--- src/rtl/noc_pkg.sv ---
// Shared NoC definitions: port indices, default radix and a width helper.
package noc_pkg;

  localparam int unsigned RESOURCE = 0;
  localparam int unsigned NORTH    = 1;
  localparam int unsigned EAST     = 2;
  localparam int unsigned SOUTH    = 3;
  localparam int unsigned WEST     = 4;

  localparam int unsigned PORT_N_DEFAULT = 5;

  // Index width for n entries; never narrower than one bit.
  function automatic int unsigned clog2(input int unsigned n);
    int unsigned r;
    r = 0;
    while ((64'd1 << r) < 64'(n)) begin
      r++;
    end
    return (r < 1) ? 1 : r;
  endfunction

endpackage

--- src/rtl/rr_pick.sv ---
// Combinational round-robin picker: first set request at or above ptr, wrapping at N-1.
module rr_pick #(
  parameter int unsigned N = 5,
  parameter int unsigned W = 3
) (
  input  logic [N-1:0] req,
  input  logic [W-1:0] ptr,
  output logic [N-1:0] onehot,
  output logic [W-1:0] idx,
  output logic         any
);

  logic         found;
  int unsigned  pos;
  logic [W-1:0] pos_w;

  always_comb begin
    onehot = '0;
    idx    = '0;
    found  = 1'b0;
    pos    = 0;
    pos_w  = '0;
    for (int unsigned off = 0; off < N; off++) begin
      // Explicit wrap so N need not be a power of two.
      pos = int'(ptr) + off;
      if (pos >= N) begin
        pos = pos - N;
      end
      pos_w = W'(pos);
      if (!found && req[pos_w]) begin
        found         = 1'b1;
        idx           = pos_w;
        onehot[pos_w] = 1'b1;
      end
    end
    any = |req;
  end

endmodule

--- src/rtl/xy_out_port_arbiter.sv ---
// Per-output-port scheduler: round-robin with bounded burst hold, pops the
// winning input FIFO and issues a registered select / write strobe one cycle later.
module xy_out_port_arbiter
  import noc_pkg::*;
#(
  parameter int unsigned PORT_N    = PORT_N_DEFAULT,
  parameter int unsigned MAX_BURST = 2,
  parameter int unsigned SEL_W     = clog2(PORT_N)
) (
  input  logic              clk_i,
  input  logic              rst_ni,
  input  logic [PORT_N-1:0] req_i,
  input  logic              nxt_fifo_full_i,
  output logic [PORT_N-1:0] rd_en_o,
  output logic [SEL_W-1:0]  sel_o,
  output logic              wr_en_o,
  output logic              grant_vld_o
);

  localparam logic [3:0]       BurstMax = 4'(MAX_BURST - 1);
  localparam logic [SEL_W-1:0] LastIdx  = SEL_W'(PORT_N - 1);

  logic [SEL_W-1:0]  ptr_q, last_q, sel_q;
  logic [3:0]        burst_cnt_q;
  logic              hold_vld_q, wr_en_q;

  logic [PORT_N-1:0] pick_onehot, last_onehot, others;
  logic [SEL_W-1:0]  pick_idx, winner;
  logic              pick_any, hold_take, issue;

  rr_pick #(
    .N(PORT_N),
    .W(SEL_W)
  ) u_rr_pick (
    .req    (req_i),
    .ptr    (ptr_q),
    .onehot (pick_onehot),
    .idx    (pick_idx),
    .any    (pick_any)
  );

  always_comb begin
    last_onehot = PORT_N'(1) << last_q;
    others      = req_i & ~last_onehot;
    // Stay on the last winner until its burst is used up, unless nobody else wants the port.
    hold_take   = hold_vld_q & req_i[last_q] & ((burst_cnt_q < BurstMax) | ~(|others));
    issue       = rst_ni & pick_any & ~nxt_fifo_full_i;
    winner      = hold_take ? last_q : pick_idx;
    rd_en_o     = '0;
    if (issue) begin
      rd_en_o = hold_take ? last_onehot : pick_onehot;
    end
    grant_vld_o = |rd_en_o;
  end

  always_ff @(posedge clk_i or negedge rst_ni) begin
    if (!rst_ni) begin
      ptr_q       <= '0;
      last_q      <= '0;
      sel_q       <= '0;
      burst_cnt_q <= '0;
      hold_vld_q  <= 1'b0;
      wr_en_q     <= 1'b0;
    end else if (issue) begin
      sel_q      <= winner;
      wr_en_q    <= 1'b1;
      last_q     <= winner;
      hold_vld_q <= 1'b1;
      if (hold_vld_q && (winner == last_q)) begin
        burst_cnt_q <= (burst_cnt_q < BurstMax) ? burst_cnt_q + 4'd1 : burst_cnt_q;
      end else begin
        burst_cnt_q <= '0;
      end
      ptr_q <= (winner == LastIdx) ? '0 : winner + SEL_W'(1);
    end else begin
      wr_en_q <= 1'b0;
      if (!req_i[last_q]) begin
        hold_vld_q <= 1'b0;
      end
    end
  end

  assign sel_o   = sel_q;
  assign wr_en_o = wr_en_q;

endmodule

--- config.mk ---
export PLATFORM = sky130hd
export DESIGN_NAME = xy_out_port_arbiter
export DESIGN_NICKNAME = d
export VERILOG_FILES = /design/src/rtl/noc_pkg.sv /design/src/rtl/rr_pick.sv /design/src/rtl/xy_out_port_arbiter.sv
export SDC_FILE = /design/constraint.sdc
export NUM_CORES = 1
export LEC_CHECK = 0
export CAP_MARGIN = 20
export CORE_ASPECT_RATIO = 2
export CORE_UTILIZATION = 30
export CTS_BUF_LIST = sky130_fd_sc_hd__clkbuf_16
export DETAILED_ROUTE_END_ITERATION = 8
export SLEW_MARGIN = 10
export SYNTH_ARGS = -nofsm -noshare
export SYNTH_HDL_FRONTEND = slang
export SYNTH_SLANG_ARGS = --single-unit
--- constraint.sdc ---
create_clock -name clk_i -period 6.7 [get_ports clk_i]
set_input_delay 1.34 -clock clk_i [delete_from_list [all_inputs] [get_ports clk_i]]
set_output_delay 1.34 -clock clk_i [all_outputs]
set_load 0.005 [all_outputs]
==> impl_metrics.yaml, run 1 <==
run_status:
  status: "finished clean"
sta:
  post-route-period-util: 0.960
  setup_tns_ns: 0
  setup_viol_count_final: 0
  fmax_ghz: 0.155
  drv_slew: 0
  slew_headroom: 0.568
  final-hold-violation-count: 0
  rsz0062_at_grt: "no"
  worst_pin_slew_ns: 0.638
  fin_crit_ns: 6.43
  final.setup_skew_ns: 0.00258
clock_tree:
  insertion_delay_ns: 0.24
  cts_sinks: 12
  cts_buffer_depth: 2
  root_buffer: "clkbuf_16"
  htreeDepth: 1
  clk_pin_slew_worst_paths_ns: 0.04
  cts_tree: "built"
  postCtsSetupBuffers: 0
  cts_resized: 0
  numCtsBuffers: 3
  cts.hold.buffers_added: 0
synth:
  ys_async_sr_fraction: 1.00
  synth_area_per_cell_um2: 7.20
  yosys.area.top_type: "dfrtp_1"
  synthTopCellsByArea: "dfrtp_1 13%, ha_1 6.3%, nand2_1 5.7%"
  ys.flop_type: "dfrtp_1"
  synthDominantCellAreaShare: 0.126
  ys_types: 70
  ys_warn_count: 0
  yosysSeqAreaShare: 0.126
  synthCells: 332
  synth-edff-count: 0
  synth_seq_cells: 12
  syn_area_um2: 2390
  synth_fp_nets: 353
die:
  num_rows: 45
  pin_count: 18
  start_util: 0.312
  dieWidth_um: 65.1
  dieArea_um2: 8350
  die_h_um: 128
  core_um2: 7660
hold_path:
  hp-class: "flop to flop"
route:
  drt_iter0_drc: 138
  routed_wl_um: 9000
  dr.pass1.iters: 4
  drc_errors: 0
  wl_per_cell_um: 20.3
  viasPerCell: 6.11
  ant_nets: 0
  vias: 2706
layout:
  synthToLayoutAreaGrowth_pct: 16.9
  final_common_cell: "nand2_1"
  num_antenna_cells: 0
  nFillCells: 854
  fin_area_um2: 2790
  final_cell_mix: "36 x nand2_1, 22 x nor2_1, 21 x a21oi_1"
  final_cells: 443
  drive_above_1_share: 0.112
  fin_util: 0.365
  nNetsFinal: 371
worst_setup_path:
  required_ns: 5.36
  startpoint_type: "primary input"
  critical_path_arrival_ns: 5.09
  path_max_fanout: 8
  crit_path_end_kind: "output port"
  path_class: "primary input to output port"
placed_design:
  placement.io_buffers: 17
  place.gp.congestion: 1.02
  dp_hpwl_um: 7350
  numPlacedInstances: 439
  placed_area_um2: 2720
flow_run:
  maxCapViolations: 0
grt:
  grt_pass1_wl_um: 14300
  grt_overflow_total: 0
  grt_pass1_vias: 2765
  grt_max_degree: 29
  grt_use_total: 0.227
  antenna_found_initial: 0
==> per-layer routing <==
layer	GRT usage	wire, um
met4	0.205	957
met3	0.0151	310
met1	0.213	3030
met2	0.421	4700
met5	0	0
==> registers in the layout, summed over array words and instances (netlist names) <==
register	flops
burst_cnt_q	4
ptr_q	3
sel_o	3
hold_vld_q	1
wr_en_o	1
==> worst max-delay path, cell delays in order <==
cell and delay (ns):
clkdlybuf4s50_1 0.57, inv_1 0.19, a211oi_1 0.09, a211oi_2 0.38
o31ai_2 0.14, nor4_4 0.49, and3_1 0.27, nand2_2 0.07
or4b_1 0.54, a41oi_2 0.24, nor2_1 0.08, or4b_1 0.18
clkdlybuf4s50_1 0.50
==> cell families after synthesis <==
logic type / share of synthesized area
buffers and inverters: 0.0707
adders and majority gates: 0.0712
AOI/OAI and AO/OA: 0.363
muxes: 0.0571
xor gates and xnor gates: 0.0183
and+or+nand+nor: 0.294
DFF: 0.126
==> final timing paths <==
| check | startpoint | endpoint | slack [ns] | depth (start not counted) |
|---|---|---|---|---|
| max | req_i[3] | grant_vld_o | 0.27 | 13 |
| min | burst_cnt_q[2] | burst_cnt_q[2] | 0.50 | 2 |
| min in group asynchronous | rst_ni | burst_cnt_q[3] | 1.48 | 1 |
| max in group asynchronous | rst_ni | hold_vld_q | 4.83 | 1 |
| max reg2reg | ptr_q[1] | burst_cnt_q[0] | 2.34 | 13 |
| min reg2reg | burst_cnt_q[2] | burst_cnt_q[2] | 0.50 | 2 |
==> metrics by stage <==
stage	hold WS [ns]	worst slack, ns
after global placement	0.483	0.347
final	0.503	0.269
after detailed placement	0.494	0.342
after floorplan	0.463	1.39
after global routing	0.533	0.0772
after CTS	0.504	0.320
==> synthesized netlist by cell type (8+ instances only) <==
library cell  instances
dfrtp_1              12
clkbuf_1             14
o31ai_1               9
a21oi_1              21
inv_1                16
nor2_1               22
a211oi_1             10
mux2i_1               8
o21ai_1              12
nand3_1              11
nand2_1              36
o21ai_0               9
ha_1                 12
==> area by class of cell <==
class | count | area [um^2] | area share
clock inverter | 1 | 3.75 | 0.00134
sequential | 12 | 300 | 0.107
timing repair buffer | 34 | 298 | 0.107
inverter | 21 | 78.8 | 0.0282
tap | 94 | 118 | 0.0421
clock buffer | 3 | 75.1 | 0.0269
multi-input combinational | 278 | 1920 | 0.687
Power of run 1 is left out: the tool's default activity adds up to more than one toggle a clock period on the data nets, which glitch-free logic cannot reach.
==> inputs of run 2 (changes only) <==
Settings changed: ABC_CLOCK_PERIOD_IN_PS set to 7700, CORE_ASPECT_RATIO 2 to not set.
Clock period 6.7 ns to 7.7 ns, I/O delays scaled along.
==> run 2 against run 1 <==
Via count shrank 1.4%. Sequential cell count is the same. Cell area shrank 2.9%. Routed wire length shrank 13%. Core utilization shrank 1.4 points. Sequential share of layout area grew 0.32 points. Count of clock-buffer cells in the layout is the same. Clock skew is essentially flat. First-iteration DRC count grew 39%. Critical path depth is the same. Non-clock buffer count shrank 12. Worst hold slack gained 0.0021 ns. Critical path type unchanged. Critical endpoint unchanged.
==> impl_metrics.yaml, run 2 (synthesis results as in run 1) <==
die:
  start_util: 0.309
  dieWidth_um: 91.3
  pin_count: 18
  die_h_um: 91.3
  core_um2: 7730
  num_rows: 32
  dieArea_um2: 8330
sta:
  rsz0062_at_grt: "no"
  post-route-period-util: 0.898
  setup_tns_ns: 0
  setup_viol_count_final: 0
  final.setup_skew_ns: 0.00276
  final-hold-violation-count: 0
  fmax_ghz: 0.145
  drv_slew: 0
  slew_headroom: 0.517
  fin_crit_ns: 6.91
  worst_pin_slew_ns: 0.717
flow_run:
  maxCapViolations: 0
grt:
  antenna_found_initial: 0
  met2_usage: 0.323
  grt_pass1_wl_um: 13200
  grt_util_met3: 0.00754
  grt_overflow_total: 0
  grt_pass1_vias: 2536
  grt_max_degree: 38
  grt_use_total: 0.195
  met1_usage: 0.278
  top_usage_layer: "met2"
worst_setup_path:
  crit_path_end_kind: "output port"
  slowest_stage: "clkdlybuf4s50_1"
  path_max_fanout: 8
  reg2reg_from: "ptr_q[0]"
  cp-startpoint: "req_i[1]"
  cpPeakStageDelay_ns: 0.55
  path_class: "primary input to output port"
  r2r_slack_ns: 3.02
  required_ns: 6.16
  startpoint_type: "primary input"
  crit_chain: "clkdlybuf4s50_1, inv_1, a211oi_1, a211oi_2, o31ai_2, nor4_4, and3_1, nand2_2, or4b_1, a41oi_2, nor2_1, or4b_1, clkdlybuf4s50_1"
  critical_path_arrival_ns: 5.37
layout:
  num_antenna_cells: 0
  nFillCells: 806
  drive_above_1_share: 0.0801
  final_common_cell: "nand2_1"
  top_register: "burst_cnt_q"
  largest_register_ffs: 4
  nNetsFinal: 359
  final_cell_mix: "36 x nand2_1, 22 x nor2_1, 21 x a21oi_1"
  synthToLayoutAreaGrowth_pct: 13.6
  final_cells: 439
clock_tree:
  cts.hold.buffers_added: 0
  htreeDepth: 1
  cts_buffer_depth: 2
  cts_tree: "built"
  root_buffer: "clkbuf_16"
  cts_resized: 0
  cts_sinks: 12
  numCtsBuffers: 3
  clk_pin_slew_worst_paths_ns: 0.04
  postCtsSetupBuffers: 0
  insertion_delay_ns: 0.24
placed_design:
  numPlacedInstances: 435
  dp_hpwl_um: 6160
  place.gp.congestion: 0.925
  placement.io_buffers: 17
route:
  ant_nets: 0
  drc_errors: 0
  drt_iter0_drc: 192
  viasPerCell: 6.08
  dr.pass1.iters: 5
  vias: 2667
  routed_wl_um: 7860
  wl_per_cell_um: 17.9
hold_path:
  min_from: "burst_cnt_q[2]"
  hp-class: "flop to flop"
run_status:
  status: "finished clean"
-- run 2: metrics by stage --
stage	utilization	worst slack, ns	instance area [um^2]	hold WS [ns]
final	0.351	0.788	2710	0.505
after detailed placement	0.341	0.871	2640	0.492
after floorplan	-	2.14	2390	0.463
after global placement	0.341	0.871	2640	0.482
after CTS	0.351	0.856	2710	0.502
after global routing	0.351	0.465	2710	0.508
-- run 2: worst paths after layout --
kind                             endpoint  cells past startpoint
max reg2reg                burst_cnt_q[1]                     14
min reg2reg                burst_cnt_q[2]                      2
max                           grant_vld_o                     13
min                        burst_cnt_q[2]                      2
max in group asynchronous        sel_o[1]                      1
min in group asynchronous         wr_en_o                      1
-- run 2: worst max-delay path, delay by kind of cell --
kind / cells / cell delay (ns)
AND/OR/NAND/NOR: 6 / 1.77
AO/OA/AOI/OAI: 4 / 0.76
buffers and inverters: 3 / 1.30
-- run 2: metal layers --
layer	wire length, um	vias to the layer above
met5	0	-
met4	93	0
met3	485	11
met2	3630	120
met1	3640	1261
li1	-	1275
-- run 2: final cells by class --
type                       count  area, um^2  area share
clock buffer                   3        75.1      0.0277
clock inverter                 1        3.75     0.00138
inverter                      21        78.8      0.0290
multi-input combinational    278        1920       0.708
sequential                    12         300       0.111
tap                          102         128      0.0470
timing repair buffer          22         208      0.0765
Power of run 2 is left out for the same reason.
